`src/rtl/time_reporter_pkg.sv`:
```
// time_reporter_pkg: shared constants, state encoding and the digit-to-ASCII
// helper for the ASCII time reporter. The optional ':' separators are enabled
// with the TIME_REPORTER_COLON_EN macro.
package time_reporter_pkg;

    localparam logic [7:0] ASCII_ZERO  = 8'h30;
    localparam logic [7:0] ASCII_COLON = 8'h3A;
    localparam logic [7:0] ASCII_QMARK = 8'h3F;
    localparam logic [7:0] ASCII_LF    = 8'h0A;

    localparam int FRAME_LEN_BASE  = 7;
    localparam int FRAME_LEN_COLON = 9;

    typedef enum logic {
        ST_IDLE = 1'b0,
        ST_SEND = 1'b1
    } state_t;

    typedef struct packed {
        logic [3:0] hr_tens;
        logic [3:0] hr_ones;
        logic [3:0] min_tens;
        logic [3:0] min_ones;
        logic [3:0] sec_tens;
        logic [3:0] sec_ones;
    } time_bcd_t;

    // Digits above 9 are not valid BCD and go out as '?' so the receiver can spot them.
    function automatic logic [7:0] bcd_to_ascii(input logic [3:0] d);
        if (d > 4'd9) begin
            return ASCII_QMARK;
        end
        return ASCII_ZERO + {4'h0, d};
    endfunction

endpackage

```
`src/rtl/time_reporter_if.sv`:
```
// time_reporter_if: valid/ready byte stream from the time reporter to uart_tx.
// The master drives bytes and valid; the slave answers with ready.
interface time_reporter_if;

    logic [7:0] tx_data;
    logic       tx_valid;
    logic       tx_ready;

    modport master (
        output tx_data,
        output tx_valid,
        input  tx_ready
    );

    modport slave (
        input  tx_data,
        input  tx_valid,
        output tx_ready
    );

endinterface

```
`src/rtl/time_reporter.sv`:
```
// time_reporter: snapshots the BCD time on a request (send, or sec_tick when
// AUTO_REPORT=1) and streams it as "HHMMSS" + TERM_CHAR over a valid/ready
// byte handshake. Defining TIME_REPORTER_COLON_EN inserts ':' after the hours
// and minutes, giving the 9-byte "HH:MM:SS" frame.
module time_reporter
    import time_reporter_pkg::*;
#(
    parameter bit         AUTO_REPORT = 1'b0,
    parameter logic [7:0] TERM_CHAR   = 8'h0A
) (
    input  logic                   clk,
    input  logic                   reset,
    input  logic                   send,
    input  logic                   sec_tick,
    input  logic [3:0]             hr_tens,
    input  logic [3:0]             hr_ones,
    input  logic [3:0]             min_tens,
    input  logic [3:0]             min_ones,
    input  logic [3:0]             sec_tens,
    input  logic [3:0]             sec_ones,
    time_reporter_if.master        tx,
    output logic                   busy,
    output logic                   done
);

`ifdef TIME_REPORTER_COLON_EN
    localparam int FRAME_LEN = FRAME_LEN_COLON;
`else
    localparam int FRAME_LEN = FRAME_LEN_BASE;
`endif
    localparam logic [3:0] LAST_IDX = 4'(FRAME_LEN - 1);

    state_t     state;
    state_t     state_next;
    time_bcd_t  snap;
    time_bcd_t  live;
    logic [3:0] idx;
    logic       pending;
    logic       done_r;
    logic       trig;
    logic       accept;
    logic       frame_end;
    logic       restart;
    logic       tx_valid_int;
    logic [7:0] tx_data_int;
    logic [7:0] byte_sel;

    assign live = '{hr_tens:  hr_tens,  hr_ones:  hr_ones,
                    min_tens: min_tens, min_ones: min_ones,
                    sec_tens: sec_tens, sec_ones: sec_ones};

    // A simultaneous send and sec_tick collapse into one request.
    assign trig      = send | (AUTO_REPORT & sec_tick);
    assign accept    = tx_valid_int & tx.tx_ready;
    assign frame_end = accept && (idx == LAST_IDX);
    // A trigger landing on the terminator accept chains straight into another frame.
    assign restart   = pending | trig;

    assign tx.tx_valid = tx_valid_int;
    assign tx.tx_data  = tx_data_int;
    assign done        = done_r;

    // State register; reset abandons any frame in flight.
    always_ff @(posedge clk) begin
        if (reset) begin
            state <= ST_IDLE;
        end else begin
            state <= state_next;
        end
    end

    // Next state: leave IDLE on a request, return only when the frame ends with nothing queued.
    always_comb begin
        state_next = state;
        case (state)
            ST_IDLE: begin
                if (trig) begin
                    state_next = ST_SEND;
                end
            end
            ST_SEND: begin
                if (frame_end && !restart) begin
                    state_next = ST_IDLE;
                end
            end
            default: state_next = ST_IDLE;
        endcase
    end

    // Snapshot, byte index, pending flag and done pulse.
    always_ff @(posedge clk) begin
        if (reset) begin
            snap    <= '0;
            idx     <= 4'd0;
            pending <= 1'b0;
            done_r  <= 1'b0;
        end else begin
            done_r <= frame_end;
            case (state)
                ST_IDLE: begin
                    if (trig) begin
                        snap <= live;
                        idx  <= 4'd0;
                    end
                end
                ST_SEND: begin
                    if (frame_end) begin
                        idx     <= 4'd0;
                        pending <= 1'b0;
                        if (restart) begin
                            snap <= live;
                        end
                    end else begin
                        if (accept) begin
                            idx <= idx + 4'd1;
                        end
                        if (trig) begin
                            pending <= 1'b1;
                        end
                    end
                end
                default: begin
                    idx <= 4'd0;
                end
            endcase
        end
    end

    // Pick the frame byte addressed by idx from the frozen snapshot.
    always_comb begin
        byte_sel = 8'h00;
`ifdef TIME_REPORTER_COLON_EN
        case (idx)
            4'd0:    byte_sel = bcd_to_ascii(snap.hr_tens);
            4'd1:    byte_sel = bcd_to_ascii(snap.hr_ones);
            4'd2:    byte_sel = ASCII_COLON;
            4'd3:    byte_sel = bcd_to_ascii(snap.min_tens);
            4'd4:    byte_sel = bcd_to_ascii(snap.min_ones);
            4'd5:    byte_sel = ASCII_COLON;
            4'd6:    byte_sel = bcd_to_ascii(snap.sec_tens);
            4'd7:    byte_sel = bcd_to_ascii(snap.sec_ones);
            4'd8:    byte_sel = TERM_CHAR;
            default: byte_sel = 8'h00;
        endcase
`else
        case (idx)
            4'd0:    byte_sel = bcd_to_ascii(snap.hr_tens);
            4'd1:    byte_sel = bcd_to_ascii(snap.hr_ones);
            4'd2:    byte_sel = bcd_to_ascii(snap.min_tens);
            4'd3:    byte_sel = bcd_to_ascii(snap.min_ones);
            4'd4:    byte_sel = bcd_to_ascii(snap.sec_tens);
            4'd5:    byte_sel = bcd_to_ascii(snap.sec_ones);
            4'd6:    byte_sel = TERM_CHAR;
            default: byte_sel = 8'h00;
        endcase
`endif
    end

    // Outputs follow the state: a byte is offered for as long as a frame is in progress.
    always_comb begin
        tx_valid_int = 1'b0;
        busy         = 1'b0;
        tx_data_int  = 8'h00;
        if (state == ST_SEND) begin
            tx_valid_int = 1'b1;
            busy         = 1'b1;
            tx_data_int  = byte_sel;
        end
    end

endmodule

```
`src/flat_wrapper.sv`:
```
// flat-port wrapper written by rule: the top's interface ports become plain ports
module time_reporter_flat import time_reporter_pkg::*;
#(
    parameter bit         AUTO_REPORT = 1'b0,
    parameter logic [7:0] TERM_CHAR   = 8'h0A
)
  (clk, reset, send, sec_tick, hr_tens, hr_ones, min_tens, min_ones, sec_tens, sec_ones, busy, done, tx_tx_data, tx_tx_valid, tx_tx_ready);
  time_reporter_if tx_i ();
  input  logic clk;
  input  logic reset;
  input  logic send;
  input  logic sec_tick;
  input  logic [3:0] hr_tens;
  input  logic [3:0] hr_ones;
  input  logic [3:0] min_tens;
  input  logic [3:0] min_ones;
  input  logic [3:0] sec_tens;
  input  logic [3:0] sec_ones;
  output logic busy;
  output logic done;
  output wire logic [$bits(tx_i.tx_data)-1:0] tx_tx_data;
  output wire logic [$bits(tx_i.tx_valid)-1:0] tx_tx_valid;
  input wire logic [$bits(tx_i.tx_ready)-1:0] tx_tx_ready;
  assign tx_tx_data = tx_i.tx_data;
  assign tx_tx_valid = tx_i.tx_valid;
  assign tx_i.tx_ready = tx_tx_ready;
  time_reporter #(.AUTO_REPORT(AUTO_REPORT), .TERM_CHAR(TERM_CHAR)) u_core (.clk(clk), .reset(reset), .send(send), .sec_tick(sec_tick), .hr_tens(hr_tens), .hr_ones(hr_ones), .min_tens(min_tens), .min_ones(min_ones), .sec_tens(sec_tens), .sec_ones(sec_ones), .tx(tx_i), .busy(busy), .done(done));
endmodule
```
`config.mk`:
```
export PLATFORM = sky130hd
export DESIGN_NAME = time_reporter_flat
export DESIGN_NICKNAME = d
export VERILOG_FILES = /design/src/rtl/time_reporter_pkg.sv /design/src/rtl/time_reporter_if.sv /design/src/rtl/time_reporter.sv /design/src/flat_wrapper.sv
export SDC_FILE = /design/constraint.sdc
export NUM_CORES = 1
export LEC_CHECK = 0
export ABC_AREA = 1
export CORE_MARGIN = 1
export CORE_UTILIZATION = 55
export CTS_BUF_LIST = sky130_fd_sc_hd__clkbuf_8
export CTS_CLUSTER_DIAMETER = 50
export DETAILED_ROUTE_END_ITERATION = 16
export PLACE_DENSITY = 0.88
export SYNTH_ARGS = -nofsm -noshare
export SYNTH_HDL_FRONTEND = slang
export SYNTH_SLANG_ARGS = --single-unit
```
`constraint.sdc`:
```
create_clock -name clk -period 3.9 [get_ports clk]
set_clock_uncertainty 0.15 [all_clocks]
set_input_delay 0.975 -clock clk [delete_from_list [all_inputs] [get_ports clk]]
set_output_delay 0.975 -clock clk [all_outputs]
set_load 0.01 [all_outputs]
```
==> results.txt, run 1 <==
The flow ran to the end, and the final reports show no timing, DRC or antenna violations. By area the synthesized netlist is led by dfxtp_1 35%, nand2_1 21%, nor2_1 15%. The cell leakage power is 1.196 nW. Summed over all failing endpoints, the final setup total negative slack is 0 ns.

The overall die area is 3495 um2. TritonCTS created 5 clock buffers. At the worst endpoint, the arrival time is 2.14 ns. The adder-cell share of the synthesized area is 2.789%. The count of clock tree sinks came out at 31. The dominant cell type by area after synthesis is dfxtp_1.

The smallest clock period supported by the final layout is computed as 3.262 ns. The core region area came out at 3078 um2. The number of antenna violations at the first check in global routing came out at 0.

The pin count of the biggest net entering global routing is 29. In the routed design, unresolved DRC markers number 0. The post-synthesis instance area is 1794 um2. The final instance area came out at 2252 um2. For this run the aggregate overflow at the end of global routing stands at 0. The count of endpoints failing hold in the final timing report came out at 0.

After synthesis, the largest family of logic cells by area is simple AND/OR/NAND/NOR gates. The routed length on met2 came out at 1.832 mm. The area of placed instances is 2152 um2. The number of hold-repair buffers added at the cts stage came out at 0.

CTS placed an instance of clkbuf_8 at the clock tree root. Before CTS, the worst setup slack after placement is 0.9988 ns. The max-cap check violation count came out at 0. The type of the worst min-delay path is flip-flop to flip-flop. The share of final-layout standard cells stronger than drive strength 1 came out at 3.226%. The post-synthesis simple-gate area fraction is 39.40%.

The first routing iteration left 72 violations. The global-route usage over all layers came out at 24.34%. The number of instances resized during post-cts repair came out at 0. The via count of the first global-routing pass was 1643. The TritonCTS clock tree is built. The post-detailed-route wirelength per cell is 9.670 um. Synthesis produced a netlist whose cell count is 306. The cell with the biggest individual delay on the critical path is clkdlybuf4s50_1.

The wire length of the first global-routing pass is 6.272 mm. The HPWL after detailed placement is 2.728 mm. The multiplexer fraction of the synthesized cell area is 0%.

The standard-cell row count came out at 20. The total via count after detailed routing came out at 1780. Buffers added to address setup during post-CTS repair amount to 0. In the routed layout, each cell is associated on average with a via count of 4.623.

Detailed routing placed a total of 174 um of wire on met3. The synthesized area divided by synthesized cell count came out at 5.863 um2. The maximum fanout along the worst path is 4. The worst-case clock buffer depth came out at 2.

The number of diodes came out at 0. The starting density of the core is 58.29%. Summing the areas of all compound-gate instances in the mapped netlist gives 5.091% of the synthesized area. In this run the power density over the cells is 357.6 nW/um2. The number of slew-limit violations in the final report came out at 0.

Setup violations remaining at the end of the flow were counted as 0. For this run, the number of Yosys warnings is 0. The count of cell types in the netlist is 21. The clock edge transition at the registers on the reported setup and hold paths came out at 0.06 ns. The worst setup path is launched from a flip-flop. The met1 routed wirelength after detailed routing came out at 1.596 mm. The fraction of synthesized cell area in xor and xnor cells came out at 1.464%. At the pin with the least slew margin, the transition time is 0.7076 ns. The pre-antenna-repair detailed-routing pass consisted of 4 iterations.

For this run, the register share of the synthesized area comes to 34.59%. The I/O pin count came out at 40. The growth of design area from synthesis to finish is 25.52%.

The share of Yosys cell area claimed by the top area cell type came out at 34.59%. Setup slack closes at 0.6381 ns. The die outline width is 59.12 um. The signal on the critical path passes through inv_1 -> ha_1 -> nand2_1 -> inv_1 -> nor2_1 -> a31oi_1 -> clkdlybuf4s50_1. The H-tree level count came out at 2. The most numerous cell type found on the critical path is inv_1. Setup repair after global routing left no endpoint under its margin.

The type of element capturing the critical path is a primary output. The number of nets in the finished design came out at 373. The remaining number of nets flagged by the antenna check after routing is 0. The upper clock frequency limit is 306.6 MHz. The count of fill cells added during filler insertion is 268. The global placer's final weighted congestion came out at 0.8794.

The critical path is of the flip-flop to primary output type. The final clock period utilization by the worst path is 83.64%. The worst ir drop on vdd is 0.2949 mV.

The die height came out at 59.12 um. Clock latency on the worst-skew pair, taken at its later pin, is 0.28 ns. The detailed router used layers up to and including met4. The total detailed-routing wirelength is 3.723 mm.

The number of flip-flops and latches in the synthesized netlist came out at 31. Port buffering added 36 buffers. The tightest slew margin relative to the limit is 52.54%. For the worst setup path, the data required time is 2.77 ns.

The largest incremental delay on the critical path is 0.60 ns.
## cells by family after synthesis
logic type | after synthesis
adder cells (fa/ha/maj) | 4
buffers and inverters | 68
other | 1
flip-flops | 31
AND/OR/NAND/NOR | 181
AO/OA/AOI/OAI | 18
XOR/XNOR | 3
## synth_stat cells
library cell / n
a21oi_1: 8
a31oi_1: 1
buf_2: 2
buf_4: 4
buf_6: 3
clkbuf_1: 2
clkinv_1: 1
conb_1: 1
dfxtp_1: 31
ha_1: 4
inv_1: 56
nand2_1: 98
nand3_1: 7
nand3_2: 1
nor2_1: 71
nor2_2: 1
nor2_4: 1
nor3_1: 2
o21ai_0: 8
o21ai_1: 1
xor2_1: 3
## registers in the layout, indices dropped and copies added, names as in the netlist
register / count
u_core.snap: 24
u_core.pending: 1
u_core.idx: 4
u_core.state: 1
u_core.done: 1
## power breakdown
group          internal [mW]  switching [mW]  leakage [nW]
Sequential             0.341          0.0188         0.256
Clock                  0.158           0.115        0.0557
Combinational         0.0813          0.0905         0.884
Total                  0.581           0.225          1.20
## layout by cell type, fill, tap and decap left out
cell / Yosys / final
clkbuf_8: 0 / 7
o21ai_1: 1 / 1
inv_1: 56 / 57
o21ai_0: 8 / 8
a31oi_1: 1 / 1
ha_1: 4 / 4
nor2_2: 1 / 1
nor2_4: 1 / 1
conb_1: 1 / 2
nand2_1: 98 / 98
nor2_1: 71 / 71
buf_12: 0 / 1
clkinv_1: 1 / 1
nand3_2: 1 / 1
a21oi_1: 8 / 8
nand3_1: 7 / 7
nor3_1: 2 / 2
dfxtp_1: 31 / 31
xor2_1: 3 / 3
clkdlybuf4s50_1: 0 / 36
## critical path, delay by kind of cell, from the launching register on
family                   cells  cell delay [ns]
AO/OA/AOI/OAI                1             0.31
adder cells (fa/ha/maj)      1             0.20
buffers and inverters        3             0.87
flip-flops                   1             0.33
AND/OR/NAND/NOR              2             0.14
## area by class of cell
class	count	area, um2	area share [%]
repair buffers	37	380.4	16.89
well taps	44	55.05	2.444
multi-input cells	208	882.1	39.17
clock inverters	1	3.754	0.1667
flip-flops and latches	31	620.6	27.56
clock buffers	7	96.34	4.278
inverters	57	214.0	9.500
## final timing paths
kind                  startpoint               to  slack [ns]  cells after the start
hold reg to reg   u_core.snap[0]   u_core.snap[0]        0.33                      2
setup / recovery   u_core.idx[0]    tx_tx_data[4]        0.64                      7
hold / removal    u_core.snap[0]   u_core.snap[0]        0.33                      2
setup reg to reg   u_core.idx[0]  u_core.snap[21]        1.77                     10
## per-stage QoR
stage / hold slack [ns] / power [mW] / util [%] / instances
final: 0.3305 / 0.8055 / 73.17 / 385
after global routing: 0.3503 / 0.8511 / 73.17 / 385
after CTS: 0.3357 / 0.8090 / 73.17 / 385
after detailed placement: 0.3247 / 0.5373 / 69.92 / 377
after global placement: 0.3150 / 0.5306 / 69.92 / 377
after floorplan: 0.3040 / 0.4767 / - / 307
## metal layers
metal	GRT usage (%)	up-vias
li1	-	948
met3	7.642	15
met4	12.24	0
met1	25.48	774
met5	0	-
met2	43.67	43
Note: power is estimated with default switching activity, not from simulation.
==> run 2, diff against run 1 <==
Settings changed: CORE_UTILIZATION 55 to 52, PLACE_DENSITY 0.88 to 0.84.
Clock period 3.9 ns to 3.2 ns, I/O delays scaled along.
==> results.txt, run 2 (synthesized netlist as in run 1, its figures left out) <==
The sum of overflow across all layers after global routing came out at 0 (unchanged). The area of placed instances is 2147 um2 (was 2152 um2). The core region area came out at 3153 um2 (was 3078 um2).

The number of diodes is 0 (unchanged). The worst ir drop on vdd is 0.2418 mV (was 0.2949 mV). The iteration-0 DRC count of the detailed router came out at 93 (was 72). The type of element capturing the critical path is a primary output (unchanged). The number of placed cells counting well taps is 378 (was 377). The I/O pin count is 40 (unchanged). The post-detailed-route wirelength per cell is 8.777 um (was 9.670 um).

The count of endpoints failing setup in the final report is 0 (unchanged). The count of endpoints failing hold in the final timing report is 0 (unchanged). Unrepaired setup endpoints after global routing: no (unchanged). The number of antenna violations at the first check in global routing came out at 0 (unchanged). The minimum clock period after layout came out at 2.999 ns. The wire length of the first global-routing pass came out at 5.913 mm (was 6.272 mm). For this run, the top clock speed supported by timing is 333.4 MHz. The number of input and output port buffers inserted is 36 (unchanged). The count of clock tree sinks is 31 (unchanged). The remaining number of nets flagged by the antenna check after routing was 0 (unchanged).

The global placer's final weighted congestion is 0.8730 (was 0.8794). The number of buffers added by the clock tree synthesis step came to 5 (unchanged). The pin count of the biggest net entering global routing is 49 (was 29). The number of slew-limit violations in the final report is 0 (unchanged). The type of the worst min-delay path is flip-flop to flip-flop (unchanged). The ratio of routed vias to standard cells came out at 4.459 (was 4.623).

The flip-flop count of the largest register after layout is 24 (unchanged). The register-to-register path setup slack came out at 1.16 ns (was 1.77 ns). The share of final-layout standard cells stronger than drive strength 1 is 3.216% (was 3.226%). The number of search-and-repair iterations in the first detailed-routing pass is 4 (unchanged).

The cell with the biggest individual delay on the critical path is clkdlybuf4s50_1 (unchanged). The overall die area came out at 3689 um2 (was 3495 um2). The ratio of total power to cell area is 414.5 nW/um2 (was 357.6 nW/um2). The launching element type of the critical path is a flip-flop (unchanged). The largest incremental delay on the critical path was 0.55 ns (was 0.60 ns). The total via count after detailed routing came to 1721 (was 1780).

The arrival time at the worst endpoint is 2.05 ns (was 2.14 ns). The via count of the first global-routing pass was 1486 (was 1643). Ordered cell list for the critical path: inv_1 -> ha_1 -> nand2_1 -> inv_1 -> nand2_1 -> nand3_1 -> nor2_1 -> nor2_1 -> clkdlybuf4s50_1 (was inv_1 -> ha_1 -> nand2_1 -> inv_1 -> nor2_1 -> a31oi_1 -> clkdlybuf4s50_1).

The final standard cell count with taps included and fillers excluded was 386 (was 385). The post-route setup TNS was 0 ns (unchanged). The TritonCTS clock tree is built (unchanged). The count of fill cells added during filler insertion came out at 296 (was 268). Top library cells by usage in the layout, fill and taps aside: 98 x nand2_1, 71 x nor2_1, 58 x inv_1, 36 x clkdlybuf4s50_1, 31 x dfxtp_1 (was 98 x nand2_1, 71 x nor2_1, 57 x inv_1, 36 x clkdlybuf4s50_1, 31 x dfxtp_1). The number of hold-repair buffers added at the cts stage came out at 0 (unchanged). The growth of design area from synthesis to finish came out at 24.20% (was 25.52%). Regs by FF count: u_core.snap x24, u_core.idx x4 (unchanged).

The die height was 60.74 um (was 59.12 um). The max-cap check violation count is 0 (unchanged). The cell leakage power came out at 1.191 nW (was 1.196 nW). The worst-case clock buffer depth is 2 (unchanged).

The family of cells with the greatest summed delay on the critical path is buffers and inverters (unchanged). After layout, the worst path uses 93.72% of the clock period. The setup fix buffers added after clock tree synthesis came out at 0 (unchanged). The DRC violations left is 0 (unchanged).

The most common cell after layout, fill and taps aside is nand2_1 (unchanged). The total detailed-routing wirelength is 3.388 mm (was 3.723 mm). The worst hold slack after final layout was 0.3352 ns (was 0.3305 ns). The overall power of the completed layout came to 0.9237 mW (was 0.8055 mW). The number of instances resized during post-cts repair came to 0 (unchanged). The source-to-sink clock delay at the later pin of the worst-skew pair came out at 0.27 ns (was 0.28 ns). The standard-cell row count came out at 20 (unchanged).

The minimum setup slack after placement came out at 0.5157 ns (was 0.9988 ns). The smallest setup slack after layout was 0.2010 ns (was 0.6381 ns). The starting density of the core was 56.90% (was 58.29%). The buffers plus inverters on the worst setup path is 3 (unchanged). The HPWL after detailed placement is 2.587 mm (was 2.728 mm). The register ranked first by flip-flop count was u_core.snap (unchanged).

The maximum fanout along the worst path is 4 (unchanged). The required arrival time at the worst endpoint was 2.25 ns (was 2.77 ns). Outcome: finished clean (unchanged). The critical path class is flip-flop to primary output (unchanged). The die outline width is 60.74 um (was 59.12 um). The global-route usage over all layers came out at 21.71% (was 24.34%). The H-tree level count came out at 2 (unchanged).

The buffer cell driving the clock tree root is clkbuf_8 (unchanged). The end-of-flow core utilization came out at 70.67% (was 73.17%). The final instance area came to 2228 um2 (was 2252 um2). The number of nets in the finished design came out at 374 (was 373). The clock edge transition at the registers on the reported setup and hold paths came to 0.06 ns (about the same).
run 2: cell types whose count changed in the layout (fill, tap and decap cells not counted), sizes merged:
cell / previous run / this run
clkbuf: 7 / 5
buf: 1 / 2
inv: 57 / 58
clkinv: 1 / 2
run 2: final cells by class:
cell class | count | area [um2] | share of cell area, %
multi-input cells | 208 | 882.1 | 39.58
clock inverters | 3 | 12.51 | 0.5615
well taps | 44 | 55.05 | 2.471
clock buffers | 5 | 68.82 | 3.088
flip-flops and latches | 31 | 620.6 | 27.85
repair buffers | 38 | 375.4 | 16.84
inverters | 57 | 214.0 | 9.601
run 2: final timing paths:
check	start	to	cells past startpoint
worst min-delay path	u_core.snap[4]	u_core.snap[4]	2
worst min register to register	u_core.snap[4]	u_core.snap[4]	2
worst max register to register	u_core.idx[0]	u_core.snap[11]	10
worst max-delay path	u_core.idx[0]	tx_tx_data[2]	9
run 2: worst reg2reg max path: stages, from the launching register on:
cell and delay (ns):
dfxtp_1 0.34, inv_1 0.13, ha_1 0.21, nand3_2 0.12
nor2_2 0.15, nor2_1 0.11, nor2_4 0.10, buf_4 0.38
nand2_1 0.12, nand2_1 0.08, nor2_1 0.04
run 2: layer usage:
layer,part of all wire (%),GRT usage (%)
met1,48,26.31
met2,46,38.30
met3,4.7,5.117
met4,0.91,6.169
met5,0,0
run 2: power by group:
group / switching, mW / leakage [nW] / total, mW / internal, mW
sequential: 0.0236 / 0.256 / 0.440 / 0.416
clock: 0.136 / 0.0505 / 0.282 / 0.146
combinational: 0.105 / 0.885 / 0.202 / 0.0970
total: 0.265 / 1.19 / 0.924 / 0.659
